[src/rtl/cci_mpf_csr_event_ctrs.sv]
// MMIO-readable event counters for MPF shim events, 2-cycle read pipeline.
// Define MPF_EVENT_CTR_SATURATE_EN for saturating counters with sticky bit 63.
module cci_mpf_csr_event_ctrs #(
  parameter int N_EVENTS = 8,
  parameter int CTR_BITS = 48,
  localparam int IW = (N_EVENTS > 1) ? $clog2(N_EVENTS) : 1
) (
  input  logic                clk,
  input  logic                reset,
  input  logic [N_EVENTS-1:0] evt_in,
  input  logic                rd_req,
  input  logic [IW-1:0]       rd_idx,
  input  logic [8:0]          rd_tid,
  input  logic                clr_req,
  input  logic [IW-1:0]       clr_idx,
  input  logic                clr_all,
  output logic                rd_rsp_valid,
  output logic [8:0]          rd_rsp_tid,
  output logic [63:0]         rd_rsp_data
);

  logic [CTR_BITS-1:0] ctr [N_EVENTS];
  logic [N_EVENTS-1:0] ovf;
  logic [N_EVENTS-1:0] clr_hit;

  logic          s1_valid;
  logic [IW-1:0] s1_idx;
  logic [8:0]    s1_tid;
  logic [63:0]   rd_word;

  always_comb begin
    clr_hit = '0;
    for (int i = 0; i < N_EVENTS; i++)
      clr_hit[i] = clr_all | (clr_req & (clr_idx == IW'(i)));
  end

`ifdef MPF_EVENT_CTR_SATURATE_EN
  localparam logic [CTR_BITS-1:0] CTR_MAX = {CTR_BITS{1'b1}};

  always_ff @(posedge clk) begin
    for (int i = 0; i < N_EVENTS; i++) begin
      if (reset || clr_hit[i])
        ctr[i] <= '0;
      else if (evt_in[i] && (ctr[i] != CTR_MAX))
        ctr[i] <= ctr[i] + CTR_BITS'(1);
    end
  end

  // Sticky until cleared: records any event arriving at full scale
  always_ff @(posedge clk) begin
    for (int i = 0; i < N_EVENTS; i++) begin
      if (reset || clr_hit[i])
        ovf[i] <= 1'b0;
      else if (evt_in[i] && (ctr[i] == CTR_MAX))
        ovf[i] <= 1'b1;
    end
  end
`else
  always_ff @(posedge clk) begin
    for (int i = 0; i < N_EVENTS; i++) begin
      if (reset || clr_hit[i])
        ctr[i] <= '0;
      else if (evt_in[i])
        ctr[i] <= ctr[i] + CTR_BITS'(1);
    end
  end

  assign ovf = '0;
`endif

  always_ff @(posedge clk) begin
    if (reset) begin
      s1_valid <= 1'b0;
      s1_idx   <= '0;
      s1_tid   <= '0;
    end else begin
      s1_valid <= rd_req;
      s1_idx   <= rd_idx;
      s1_tid   <= rd_tid;
    end
  end

  // Counters already reflect the request cycle; out-of-range reads stay 0
  always_comb begin
    rd_word = '0;
    for (int i = 0; i < N_EVENTS; i++) begin
      if (s1_idx == IW'(i)) begin
        rd_word[CTR_BITS-1:0] = ctr[i];
        rd_word[63]           = ovf[i];
      end
    end
  end

  always_ff @(posedge clk) begin
    if (reset) begin
      rd_rsp_valid <= 1'b0;
      rd_rsp_tid   <= '0;
      rd_rsp_data  <= '0;
    end else begin
      rd_rsp_valid <= s1_valid;
      if (s1_valid) begin
        rd_rsp_tid  <= s1_tid;
        rd_rsp_data <= rd_word;
      end
    end
  end

endmodule

[config.mk]
export PLATFORM = sky130hd
export DESIGN_NAME = cci_mpf_csr_event_ctrs
export DESIGN_NICKNAME = d
export VERILOG_FILES = /design/src/rtl/cci_mpf_csr_event_ctrs.sv
export SDC_FILE = /design/constraint.sdc
export NUM_CORES = 1
export LEC_CHECK = 0
export ABC_CLOCK_PERIOD_IN_PS = 10200
export CAP_MARGIN = 10
export CORE_ASPECT_RATIO = 0.6
export CORE_MARGIN = 2
export CORE_UTILIZATION = 48
export CTS_BUF_LIST = sky130_fd_sc_hd__clkbuf_2 sky130_fd_sc_hd__clkbuf_4 sky130_fd_sc_hd__clkbuf_8
export CTS_CLUSTER_DIAMETER = 120
export DETAILED_ROUTE_END_ITERATION = 7
export PLACE_DENSITY = 0.68
export SLEW_MARGIN = 20
export SYNTH_ARGS = -nofsm -noshare
export SYNTH_HDL_FRONTEND = slang
export SYNTH_SLANG_ARGS = --single-unit
[constraint.sdc]
create_clock -name clk -period 10.2 [get_ports clk]
set_input_delay 1.53 -clock clk [delete_from_list [all_inputs] [get_ports clk]]
set_output_delay 1.53 -clock clk [all_outputs]
set_load 0.01 [all_outputs]
# After elaboration in Yosys (flattened, before gate mapping)
# Memory sizes are Yosys's and may differ from the RTL's.
# Cells that the tools add are included.
# word_totals
out_inout_bits	74
ramBits	384
reg_bits	71
input_bits	28
memories	1
wordCells	119
# memory_table
memory	depth	width	rd	rd_clocked_by_memory_dff	write_ports	line_no	source
ctr	8	48	8	0	8	22	logic [CTR_BITS-1:0] ctr [N_EVENTS];
# op_classes
n_eq_ne	14
n_addsub	8
n_bitwise	24
muxes	56
n_reduce_logical	10
# ops
operator	n
$mux 48	16
$add 48x1->48 const B	8
$mux 1	40
$eq 3x3->1 const B	8
$or 1x1->1	16
$eq 3x2->1 const B	4
$and 1x1->1	8
$logic_or 1x1->1	8
$eq 3x1->1 const B	2
$logic_not 3->1	2

# Depth between registers and ports, before layout
# depth
ltp_word	9
mapped_depth	8
mapped_depth_nobuf	6

# Worst setup path after synthesis
# OpenSTA, ideal clock, no wires.
# synth_path
path_kind	input to register
startpoint	input port clr_idx[2]
endpoint	memory ctr[2][4] (netlist: ctr[0][100]) (enable)
setup_ps	620
arrival_time_ps	7309
path_stages	2
required_time_ps	9580
slack_ps	2271
path_buffers	1
cell_sequence	clkbuf_1 o311ai_0
# synth_lines
item	line_no	source
from (decl)	15	input logic [IW-1:0] clr_idx,
to (decl)	22	

==> results.sh <==
export IMPL_viasPerCell=6.50
export IMPL_startpoint="reset"
export IMPL_seq_area_frac_synth_pct=48.9
export IMPL_route_detailed_drc=0
export IMPL_cts_tree="done"
export IMPL_r2r_end="rd_rsp_data[29]"
export IMPL_cts_max_level=3
export IMPL_die_w_um=307
export IMPL_min_path_type="reg -> reg"
export IMPL_r2r_slack_ns=6.77
export IMPL_track_usage_pct=29.8
export IMPL_grt_first_pass_wirelength_mm=126
export IMPL_critPathMaxStageDelay_ns=0.73
export IMPL_routed_wirelength_mm=86.0
export IMPL_cts_root_buf="clkbuf_8"
export IMPL_worst_slack_ns=6.55
export IMPL_core_area_um2=54300
export IMPL_path_buf_inv=3
export IMPL_regArea_um2=13000
export IMPL_r2r_cells=5
export IMPL_finalCritPeriodShare_pct=35.8
export IMPL_finalHoldViolCount=0
export IMPL_n_fill_cell=4833
export IMPL_start_util_pct=48.8
export IMPL_cpMaxStageDelayCell="nand3b_1"
export IMPL_worstSetupEndpoint="ctr[0][89]"
export IMPL_power_density_nw_per_um2=144
export IMPL_io_pins=102
export IMPL_period_minus_slack_ns=3.65
export IMPL_cts_resized=0
export IMPL_start_kind="input port"
export IMPL_path_clk_slew_ns=0.06
export IMPL_cts_setup_buffers=0
export IMPL_io_buffers=85
export IMPL_area_delta_synth_final_pct=10.3
export IMPL_grt_max_degree=107
export IMPL_finish_utilization_pct=53.8
export IMPL_crit_fanout=73
export IMPL_clk_latency_ns=0.68
export IMPL_instances_no_fill=3444
export IMPL_rsz0062_at_grt="false"
export IMPL_final_setup_tns_ns=0
export IMPL_setup_violations=0
export IMPL_slew_violations=0
export IMPL_cts_max_path_buffers=3
export IMPL_synth_common_cells="384 x edfxtp_1, 344 x nor2_1, 207 x a21oi_1, 145 x nand3_1, 143 x nand2_1"
export IMPL_synth_most_common_cell="edfxtp_1"
export IMPL_maxSlewHeadroom_pct=28.6
export IMPL_rows=66
export IMPL_drt_initial_drc_count=3678
export IMPL_cts_hold_buf=0
export IMPL_worst_path_stages=5
export IMPL_nets=2711
export IMPL_dp_hpwl_mm=62.7
export IMPL_first_pass_iters=8
export IMPL_synth_area_um2=26500
export IMPL_cts_sinks=455
export IMPL_rr_startpoint="s1_idx[0]"
export IMPL_end_kind="register"
export IMPL_tightestPinTransition_ns=1.07
export IMPL_status="finished clean"
export IMPL_antenna_found_initial=4
export IMPL_yosys_area_top_type="edfxtp_1"
export IMPL_wl_per_cell_um=25.0
export IMPL_worst_ep_required_time_ns=10.50
export IMPL_crit_top_cell="buf_4"
export IMPL_fin_worst_skew_ns=0.0350
export IMPL_die_area_um2=57200
export IMPL_crit_chain="buf_2 -> buf_4 -> nor2_1 -> nand3b_1 -> buf_4"
export IMPL_cp_top_family="buffers and inverters"
export IMPL_yosys_top_cells_area="edfxtp_1 43%, dfxtp_1 5.4%, nor2_1 4.9%"
export IMPL_dp_slack_ns=5.79
export IMPL_synth_cell_types=57
export IMPL_multiInputGateArea_um2=12800
export IMPL_drive_above_1_share_pct=9.42
export IMPL_die_h_um=186
export IMPL_postSynthAreaPerCell_um2=9.99
export IMPL_grt_pass1_vias=19800
export IMPL_grt_overflow_total=0
export IMPL_synth_edf_count=384
export IMPL_synth_seq_cells=455
export IMPL_synthFlopType="edfxtp_1"
export IMPL_yosys_area_top_type_share_pct=43.5
export IMPL_fmax_mhz=274
export IMPL_dp_cells=3315
export IMPL_synthArstFlopShare_pct=0
export IMPL_synth_cells=2654
export IMPL_total_leakage_power_nw=9.10
export IMPL_cp_arrival_ns=3.96
export IMPL_antenna_left=0
export IMPL_gp_congestion=1.00
export IMPL_vias=22400
export IMPL_maxCapViolations=0
export IMPL_path_class="in -> reg"
export IMPL_cts_made_buffers=72
export IMPL_peakVddDrop_v=0.0000935
export IMPL_yosysWarnings=0
## worst register-to-register path: cells and delay by family (launching register included)
family	cells	cell delay, ns
flops	1	0.73
simple gates	1	0.83
compound gates	2	0.37
buf+inv	2	1.32
## sequential cells by signal, summed over array words and instances, names as in the netlist
| register | flops |
|---|---|
| ctr | 384 |
| rd_rsp_tid | 9 |
| s1_idx | 3 |
| s1_valid | 1 |
| rd_rsp_data | 48 |
| s1_tid | 9 |
| rd_rsp_valid | 1 |
## final cells by class
class | count | share of cell area [%]
multi-input combinational | 1995 | 43.7
antenna | 2 | 0.0171
timing repair buffer | 106 | 3.43
sequential | 455 | 44.3
inverter | 45 | 0.577
clock buffer | 108 | 4.53
tap | 714 | 3.05
clock inverter | 19 | 0.398
## metrics by stage
stage	power, mW	area, um^2	hold slack, ns
final	4.21	29200	0.468
after global routing	4.32	29200	0.486
after global placement	2.58	27800	0.446
after detailed placement	2.59	27800	0.458
after floorplan	2.42	26600	0.440
after CTS	4.20	29200	0.471
## metal layers
metal,part of all wire [%],routed length [um],GRT usage (%),vias up
li1,-,-,-,9981
met1,44,37800,46.2,11000
met2,38,32500,36.8,1259
met3,16,13800,12.3,114
met4,2.2,1880,7.65,2
met5,0.010,9,0,-
## cell families (layout without fill, tap and decap cells)
logic type,count (synthesis),in the layout,share of synthesized area [%]
flip-flops,455,455,48.9
XOR/XNOR,234,234,7.73
other,1,18,0.0141
adder cells (fa/ha/maj),8,8,0.378
buffers and inverters,219,278,3.47
multiplexers,114,114,6.54
AO/OA/AOI/OAI,465,465,10.2
AND/OR/NAND/NOR,1158,1158,22.8
## cells in the final DEF, fill, tap and decap left out, types with 67 or more instances in the layout
master / n
clkbuf_8: 82
dfxtp_1: 67
a21oi_1: 207
nor2_1: 344
nand4_1: 128
o21ai_0: 96
edfxtp_1: 384
xor2_1: 141
nand2_1: 143
or3_1: 86
clkdlybuf4s50_1: 84
xnor2_1: 93
nand3_1: 145
## how the worst min path moves through the flow
stage | from | end | cells past startpoint
6_report | s1_tid[8] | rd_rsp_tid[8] | 2
5_1_grt | s1_tid[5] | rd_rsp_tid[5] | 2
4_1_cts | s1_tid[2] | rd_rsp_tid[2] | 2
3_5_place_dp | s1_tid[8] | rd_rsp_tid[8] | 2
3_3_place_gp | s1_tid[5] | rd_rsp_tid[5] | 2
2_1_floorplan | s1_tid[7] | rd_rsp_tid[7] | 2
## power by group
| group | leakage (nW) | total [mW] | internal (mW) | switching, mW |
|---|---|---|---|---|
| sequential | 5.07 | 2.25 | 2.10 | 0.154 |
| combinational | 3.27 | 0.319 | 0.127 | 0.192 |
| clock | 0.761 | 1.64 | 0.853 | 0.784 |
Power figures use the tool's default switching activity.
